**config.mk**
```make
export PLATFORM = sky130hd
export DESIGN_NAME = mem_arb
export DESIGN_NICKNAME = d
export VERILOG_FILES = /design/src/rtl/mem_arb_pkg.sv /design/src/rtl/mem_arb_rr.sv /design/src/rtl/mem_arb.sv
export SDC_FILE = /design/constraint.sdc
export NUM_CORES = 1
export LEC_CHECK = 0
export ABC_CLOCK_PERIOD_IN_PS = 4400
export CELL_PAD_IN_SITES_DETAIL_PLACEMENT = 0
export CELL_PAD_IN_SITES_GLOBAL_PLACEMENT = 1
export CORE_MARGIN = 5
export CORE_UTILIZATION = 26
export DETAILED_ROUTE_END_ITERATION = 10
export PLACE_DENSITY_LB_ADDON = 0.05
export SLEW_MARGIN = 20
export SYNTH_ARGS = -nofsm -noshare
export SYNTH_HDL_FRONTEND = slang
export SYNTH_SLANG_ARGS = --single-unit
```
**constraint.sdc**
```tcl
create_clock -name clk -period 4.4 [get_ports clk]
set_clock_uncertainty 0.05 [all_clocks]
set_input_delay 0.88 -clock clk [delete_from_list [all_inputs] [get_ports clk]]
set_output_delay 0.88 -clock clk [all_outputs]
set_load 0.01 [all_outputs]
```
**src/rtl/mem_arb_pkg.sv**
```systemverilog
// Shared types and helpers for the memory-port arbiter / line-refill sequencer.
package mem_arb_pkg;

  typedef enum logic {OWN_I = 1'b0, OWN_D = 1'b1} owner_e;
  typedef enum logic [1:0] {IDLE, REQ, BURST, DONE} state_e;

  localparam int TRD_W          = 3;
  localparam int LINE_WORDS_DEF = 4;

  function automatic int idx_width(input int line_words);
    return $clog2(line_words);
  endfunction

  // Clear the word-index and byte-offset bits of a miss address.
  function automatic logic [31:0] line_align(input logic [31:0] a, input int iw);
    return a & ~((32'd1 << (iw + 2)) - 32'd1);
  endfunction

endpackage

```
**src/rtl/mem_arb_rr.sv**
```systemverilog
// Two-way round-robin picker; remembers which side completed last.
module mem_arb_rr
  import mem_arb_pkg::*;
(
  input  logic clk,
  input  logic rst_n,
  input  logic req_i,
  input  logic req_d,
  input  logic upd,
  input  logic upd_owner,
  output logic gnt_d
);

  owner_e last_q, last_d;

  always_comb begin
    last_d = last_q;
    if (upd) last_d = owner_e'(upd_owner);
  end

  always_ff @(posedge clk or negedge rst_n) begin
    if (!rst_n) last_q <= OWN_I;
    else        last_q <= last_d;
  end

  assign gnt_d = req_d & (~req_i | (last_q == OWN_I));

endmodule

```
**src/rtl/mem_arb.sv**
```systemverilog
// I/D miss arbiter and line-refill sequencer for the shared memory port.
// Optional watchdog enabled by defining MEM_ARB_TIMEOUT_EN.
module mem_arb
  import mem_arb_pkg::*;
#(
  parameter int LINE_WORDS     = LINE_WORDS_DEF,
  parameter int TIMEOUT_CYCLES = 255
) (
  input  logic                             clk,
  input  logic                             rst_n,
  input  logic                             i_req,
  input  logic [31:0]                      i_addr,
  input  logic [TRD_W-1:0]                 i_trd,
  input  logic                             i_abort,
  input  logic                             d_req,
  input  logic [31:0]                      d_addr,
  input  logic [TRD_W-1:0]                 d_trd,
  input  logic                             d_abort,
  output logic                             mem_req,
  output logic [31:0]                      mem_addr,
  input  logic                             mem_gnt,
  input  logic                             mem_rvalid,
  input  logic [31:0]                      mem_rdata,
  output logic                             fill_i,
  output logic                             fill_d,
  output logic [idx_width(LINE_WORDS)-1:0] fill_idx,
  output logic [31:0]                      fill_data,
  output logic                             i_done,
  output logic                             d_done,
  output logic [TRD_W-1:0]                 done_trd,
  output logic                             busy,
  output logic                             timeout_err
);

  localparam int IDX_W = idx_width(LINE_WORDS);
  localparam logic [IDX_W-1:0] LAST = IDX_W'(LINE_WORDS - 1);

  state_e             state_q, state_d;
  owner_e             owner_q, owner_d, nxt_owner;
  logic [TRD_W-1:0]   trd_q, trd_d, done_trd_q;
  logic [31:0]        addr_q, addr_d;
  logic [IDX_W-1:0]   cnt_q, cnt_d;
  logic               aborted_q, aborted_d;
  logic               mem_req_q, busy_q, i_done_q, d_done_q;
  logic               i_act, d_act, own_abort, other_act, take, rr_gnt_d, beat, fill_ok;

  assign i_act     = i_req & ~i_abort;
  assign d_act     = d_req & ~d_abort;
  assign own_abort = (owner_q == OWN_I) ? (i_abort | ~i_req) : (d_abort | ~d_req);
  assign other_act = (owner_q == OWN_I) ? d_act : i_act;

  mem_arb_rr u_rr (
    .clk       (clk),
    .rst_n     (rst_n),
    .req_i     (i_act),
    .req_d     (d_act),
    .upd       (state_q == DONE),
    .upd_owner (owner_q),
    .gnt_d     (rr_gnt_d)
  );

`ifdef MEM_ARB_TIMEOUT_EN
  localparam int WD_W = $clog2(TIMEOUT_CYCLES + 1);
  logic [WD_W-1:0] wd_q, wd_d;
  logic            terr_q, terr_d, wd_fire;

  // Any memory-side progress restarts the watchdog.
  always_comb begin
    wd_d    = '0;
    wd_fire = 1'b0;
    if ((state_q == REQ || state_q == BURST) && !(mem_gnt || mem_rvalid)) begin
      wd_d    = wd_q + 1'b1;
      wd_fire = (wd_d == WD_W'(TIMEOUT_CYCLES));
    end
    terr_d = terr_q | wd_fire;
  end

  always_ff @(posedge clk or negedge rst_n) begin
    if (!rst_n) begin
      wd_q   <= '0;
      terr_q <= 1'b0;
    end else begin
      wd_q   <= wd_d;
      terr_q <= terr_d;
    end
  end

  assign timeout_err = terr_q;
`else
  logic unused_timeout;
  assign unused_timeout = (TIMEOUT_CYCLES == 0);
  assign timeout_err    = 1'b0;
`endif

  always_comb begin
    state_d   = state_q;
    owner_d   = owner_q;
    trd_d     = trd_q;
    addr_d    = addr_q;
    cnt_d     = cnt_q;
    aborted_d = aborted_q;
    nxt_owner = OWN_I;
    take      = 1'b0;
    unique case (state_q)
      IDLE: if (i_act || d_act) begin
        take      = 1'b1;
        nxt_owner = owner_e'(rr_gnt_d);
      end
      REQ: begin
        // A grant in the abort cycle still commits us to draining the line.
        if (mem_gnt) begin
          state_d   = BURST;
          cnt_d     = '0;
          aborted_d = own_abort;
        end else if (own_abort) begin
          state_d = IDLE;
        end
      end
      BURST: begin
        if (own_abort) aborted_d = 1'b1;
        if (mem_rvalid) begin
          cnt_d = cnt_q + 1'b1;
          if (cnt_q == LAST) state_d = (aborted_q || own_abort) ? IDLE : DONE;
        end
      end
      DONE: begin
        // The side just completed sits out this cycle; only the other may chain.
        state_d = IDLE;
        if (other_act) begin
          take      = 1'b1;
          nxt_owner = (owner_q == OWN_I) ? OWN_D : OWN_I;
        end
      end
      default: state_d = IDLE;
    endcase
    if (take) begin
      state_d = REQ;
      owner_d = nxt_owner;
      trd_d   = (nxt_owner == OWN_I) ? i_trd : d_trd;
      addr_d  = line_align((nxt_owner == OWN_I) ? i_addr : d_addr, IDX_W);
    end
`ifdef MEM_ARB_TIMEOUT_EN
    if (wd_fire) state_d = IDLE;
`endif
    if (state_d == IDLE) aborted_d = 1'b0;
  end

  always_ff @(posedge clk or negedge rst_n) begin
    if (!rst_n) begin
      state_q    <= IDLE;
      owner_q    <= OWN_I;
      trd_q      <= '0;
      addr_q     <= '0;
      cnt_q      <= '0;
      aborted_q  <= 1'b0;
      mem_req_q  <= 1'b0;
      busy_q     <= 1'b0;
      i_done_q   <= 1'b0;
      d_done_q   <= 1'b0;
      done_trd_q <= '0;
    end else begin
      state_q    <= state_d;
      owner_q    <= owner_d;
      trd_q      <= trd_d;
      addr_q     <= addr_d;
      cnt_q      <= cnt_d;
      aborted_q  <= aborted_d;
      mem_req_q  <= (state_d == REQ);
      busy_q     <= (state_d != IDLE);
      i_done_q   <= (state_d == DONE) && (owner_d == OWN_I);
      d_done_q   <= (state_d == DONE) && (owner_d == OWN_D);
      done_trd_q <= (state_d == DONE) ? trd_d : '0;
    end
  end

  assign beat    = (state_q == BURST) && mem_rvalid;
  assign fill_ok = beat && !aborted_q && !own_abort;

  assign mem_req   = mem_req_q;
  assign mem_addr  = addr_q;
  assign busy      = busy_q;
  assign i_done    = i_done_q;
  assign d_done    = d_done_q;
  assign done_trd  = done_trd_q;
  assign fill_i    = fill_ok && (owner_q == OWN_I);
  assign fill_d    = fill_ok && (owner_q == OWN_D);
  assign fill_idx  = beat ? cnt_q : '0;
  assign fill_data = beat ? mem_rdata : '0;

endmodule
```
Word level (Yosys, flattened, before mapping) --
Index checks and enable logic that the tools add are counted.
Operators by class: reduce and logical (&&, ||, !) cells 18, muxes and demuxes 30, add/subtract/negate cells 1, eq/ne operators 10, bitwise operators 14
Operator list (count):
- 32-bit 2-to-1 mux | 2
- 2-bit 2-to-1 mux | 9
- 1-bit 2-to-1 mux | 11
- 3-bit 2-to-1 mux | 3
- 2-bit equality test, second input constant | 4
- 1-bit NOT | 8
- 1-bit logical AND | 7
- 3-bit inequality test, second input constant | 2
- 1-bit one-hot mux with 2 select lines | 3
- 2-bit one-hot mux with 3 select lines | 1
- 3-bit AND reduction | 2
- 2-bit by 1-bit equality test with 1-bit output, second input constant | 2
- 2-bit zero test | 2
- 2-bit inequality test, second input constant | 2
- 2-bit one-hot mux with 2 select lines | 1
- 2-bit nonzero test | 2
- 1-bit bitwise AND | 3
- 1-bit bitwise OR | 3
- 3-bit nonzero test | 1
- 2-bit by 1-bit adder with 2-bit output, second input constant | 1
- 1-bit zero test | 2
- 1-bit logical OR | 2
Storage, ports and cells: bits of input ports 110, word-level logic and storage cells 85, output and inout bits 76, register bits 45

Depth between registers and ports, before layout --
depth after elaboration 12, mapped depth 8, depth with buffers taken out 7

By module --
A second synthesis with hierarchy kept.
Unflattened totals: cells, all modules 237, area total of the unflattened synthesis 2506.2 um^2
By module, submodules not included:
- mem_arb | times used 1, area an instance 2458.6 um^2, cells each 234, sequential area each 1101.1 um^2
- mem_arb_rr | times used 1, area an instance 47.5 um^2, cells each 3, sequential area each 25.0 um^2

Worst setup path before layout --
Ideal clock, no wire load.
path kind input to output, start point input port mem_rvalid, end point output port fill_d, data arrival time 1.701 ns, required time 3.470 ns, path slack 1.769 ns, stages on the path 3, path buffers 1, cells stage by stage clkbuf_1 nand2_1 nor4b_1
Between the ends: cells in the longest elaborated chain, start to end 4
Ends and longest elaborated chain:
- start: declaration | line mem_arb.sv:22 | input logic mem_rvalid,
- 1-bit logical AND | line mem_arb.sv:176 | assign beat = (state_q == BURST) && mem_rvalid;
- 1-bit logical AND (2 in series) | line mem_arb.sv:177 | assign fill_ok = beat && !aborted_q && !own_abort;
- 1-bit logical AND | line mem_arb.sv:186 | assign fill_d = fill_ok && (owner_q == OWN_D);
- end: declaration | line mem_arb.sv:25 | output logic fill_d,
Every way passes these cells.

Final worst setup path --
Ends and elaborated chain as after synthesis.

==> metrics <==
outcome=completed; Worst Hold Path Cells=2; Final WS setup=780.0 ps; drt first pass iters=4; clk sinks=45; Clock Latency Late Sink=300 ps; Final Max Tran Viols=0; row cnt=36; Initial Utilization=26.39%; Seq. cell area=1126 sq um; most common cell after layout, fill and taps aside=clkdlybuf4s50_1; cts hold-fix bufs=0; Worst Setup Path Type=in2out; iteration-0 DRC count of the detailed router=49; final hold violations=0; VDD IR max=207.9 uV; maximum fanout along the worst path=40; H-tree levels=2; CP Launch Type=input pin; commonest cells after routing, fill and taps aside=clkdlybuf4s50_1 (171), dfrtp_1 (45), o21ai_0 (38), nand2_1 (37), and3_1 (33); highest clock rate=276.2 MHz; Netlist cell types=39; gr usage total=13.31%; placed wire-length estimate=6148 um; Seq pwr share=35.0%; worst slack at placement=779.3 ps; Die Area=11860 sq um; internal power=1.243 mW; Die Height=108.9 um; DRC viols=0; vias in the first global route=2371; Comb pwr share=50.9%; vias per inst=4.238; core area=9639 sq um; Layout area overhead=74.27%; first-pass GRT wire length=12280 um; RD Place Congestion=0.7364; Routed Antenna Nets=0; total gr overflow=0; placed insts=551; port bufs=172; syn avg cell area=9.709 sq um; WP data arrival=2690 ps; pwr dens=443.2 nW/um^2; Ant. Diodes=0; Worst-path clk slew=90 ps; Mapped Cells=262; post-route non-filler standard cell count=559; Slew @ Worst Pin=773.2 ps; Final #Nets=540; Final Power=1.965 mW; Relative slew margins=48.46%; Post-CTS Setup Repair Bufs=0; DR vias=2369; Placed Area=4334 sq um; Inserted Clock Buffers=5; Critical Path Sink Type=output pin; end-of-flow core utilization=45.99%; setup_tns=0 ps; Sw Ratio=36.74%; Hold Crit Class=reg2reg; CTS root buffer=clkbuf_8; yosys warns=0; Setup violations, final=0; Synth Register Bits=45; multi-input logic area=1265 sq um; Worst R2R Path Depth=6; Fin Hold WS=431.0 ps; max-capacitance violation count=0; layout cells sized above 1=5.869%; CTS max path bufs=2; CTS tree=done; Filler Cells Inserted=977; Clk network pwr share=14.2%; Die X=108.9 um; Sw Pwr=0.7217 mW; Boundary Pins=186; Post-CTS Resized=0; crit share post-route=82.27%; part of the Yosys area used for sequential elements=44.27%; Post-Syn Area=2544 sq um; Pleak=1.896 nW; largest net degree at the start of global routing=46; initial antenna violation count=0; fin crit period=3620 ps; final instance area=4433 sq um; Worst Path Required=3470 ps; unrepaired setup endpoints after global routing=false; routed wire length=7924 um; DR WL/cell=14.18 um
Yosys cell counts, drive strengths merged:
library cell | n | area share, %
dfrtp | 45 | 44
nand3b | 1 | 0.30
nor3 | 1 | 0.64
inv | 6 | 0.89
ha | 5 | 2.5
o21ai | 38 | 7.5
nand2 | 37 | 5.5
a21o | 1 | 0.30
o22ai | 1 | 0.25
and3b | 1 | 0.49
mux2i | 31 | 12
conb | 1 | 0.15
o311a | 1 | 0.84
buf | 13 | 4.1
nand4b | 1 | 0.34
o2111ai | 1 | 0.34
a31oi | 2 | 0.49
clkbuf | 12 | 1.8
and2 | 4 | 0.98
nor4 | 1 | 0.25
a21oi | 5 | 1.4
o21a | 2 | 0.59
nor3b | 3 | 1.5
nor4b | 1 | 0.34
mux2 | 1 | 0.44
a21boi | 1 | 0.30
nor2 | 3 | 0.54
nand3 | 3 | 0.59
and3 | 33 | 8.1
nor2b | 4 | 0.98
a22o | 1 | 0.34
or3b | 1 | 0.44
a31o | 1 | 0.34
power groups by stage:
stage / Sequential (mW) / Clock [mW] / Combinational, mW
global route: 0.712 / 0.311 / 1.12
finish: 0.687 / 0.278 / 1.00
global placement: 0.689 / 0 / 1.02
CTS: 0.690 / 0.291 / 1.02
floorplan: 0.737 / 0 / 0.489
detailed placement: 0.696 / 0 / 1.02
cell families after synthesis:
logic type,Yosys count,share of synthesized area (%)
compound gates,54,12.69
simple gates,94,21.00
mux,32,12.64
other cells,1,0.1474
buf+inv,31,6.787
flops,45,44.27
fa+ha+maj,5,2.459
critical path, cell delays in order:
cell and delay, ps:
clkdlybuf4s50_1 460, buf_4 310, nand2_1 140, nor4b_1 310
clkdlybuf4s50_1 590
sequential cells by signal, indices dropped and copies added (netlist names):
signal	count
cnt_q	2
trd_q	3
done_trd	3
d_done	1
mem_req	1
busy	1
state_q	2
mem_addr	28
u_rr.last_q	1
i_done	1
owner_q	1
aborted_q	1
final cells by class:
cell class / count / share of cell area [%]
multi-input combinational: 190 / 28.54
sequential: 45 / 25.40
tap: 133 / 3.754
clock buffer: 6 / 1.863
clock inverter: 2 / 0.3105
timing repair buffer: 177 / 39.63
inverter: 6 / 0.5080
path summary, 6_finish.rpt:
check                           start           end  slack, ps
setup / recovery           mem_rvalid        fill_d        780
hold / removal               trd_q[0]      trd_q[0]        430
setup reg to reg           state_q[0]  mem_addr[26]       2110
hold reg to reg              trd_q[0]      trd_q[0]        430
max in group asynchronous       rst_n  mem_addr[22]       3370
min in group asynchronous       rst_n      cnt_q[0]        530
metal layers:
metal  track usage (%)  routed length, um
met5                 0                  0
met4             3.517                 78
met3             4.085                561
met2             22.89               4014
met1             16.08               3269
Note: power is estimated with default switching activity, not from simulation.
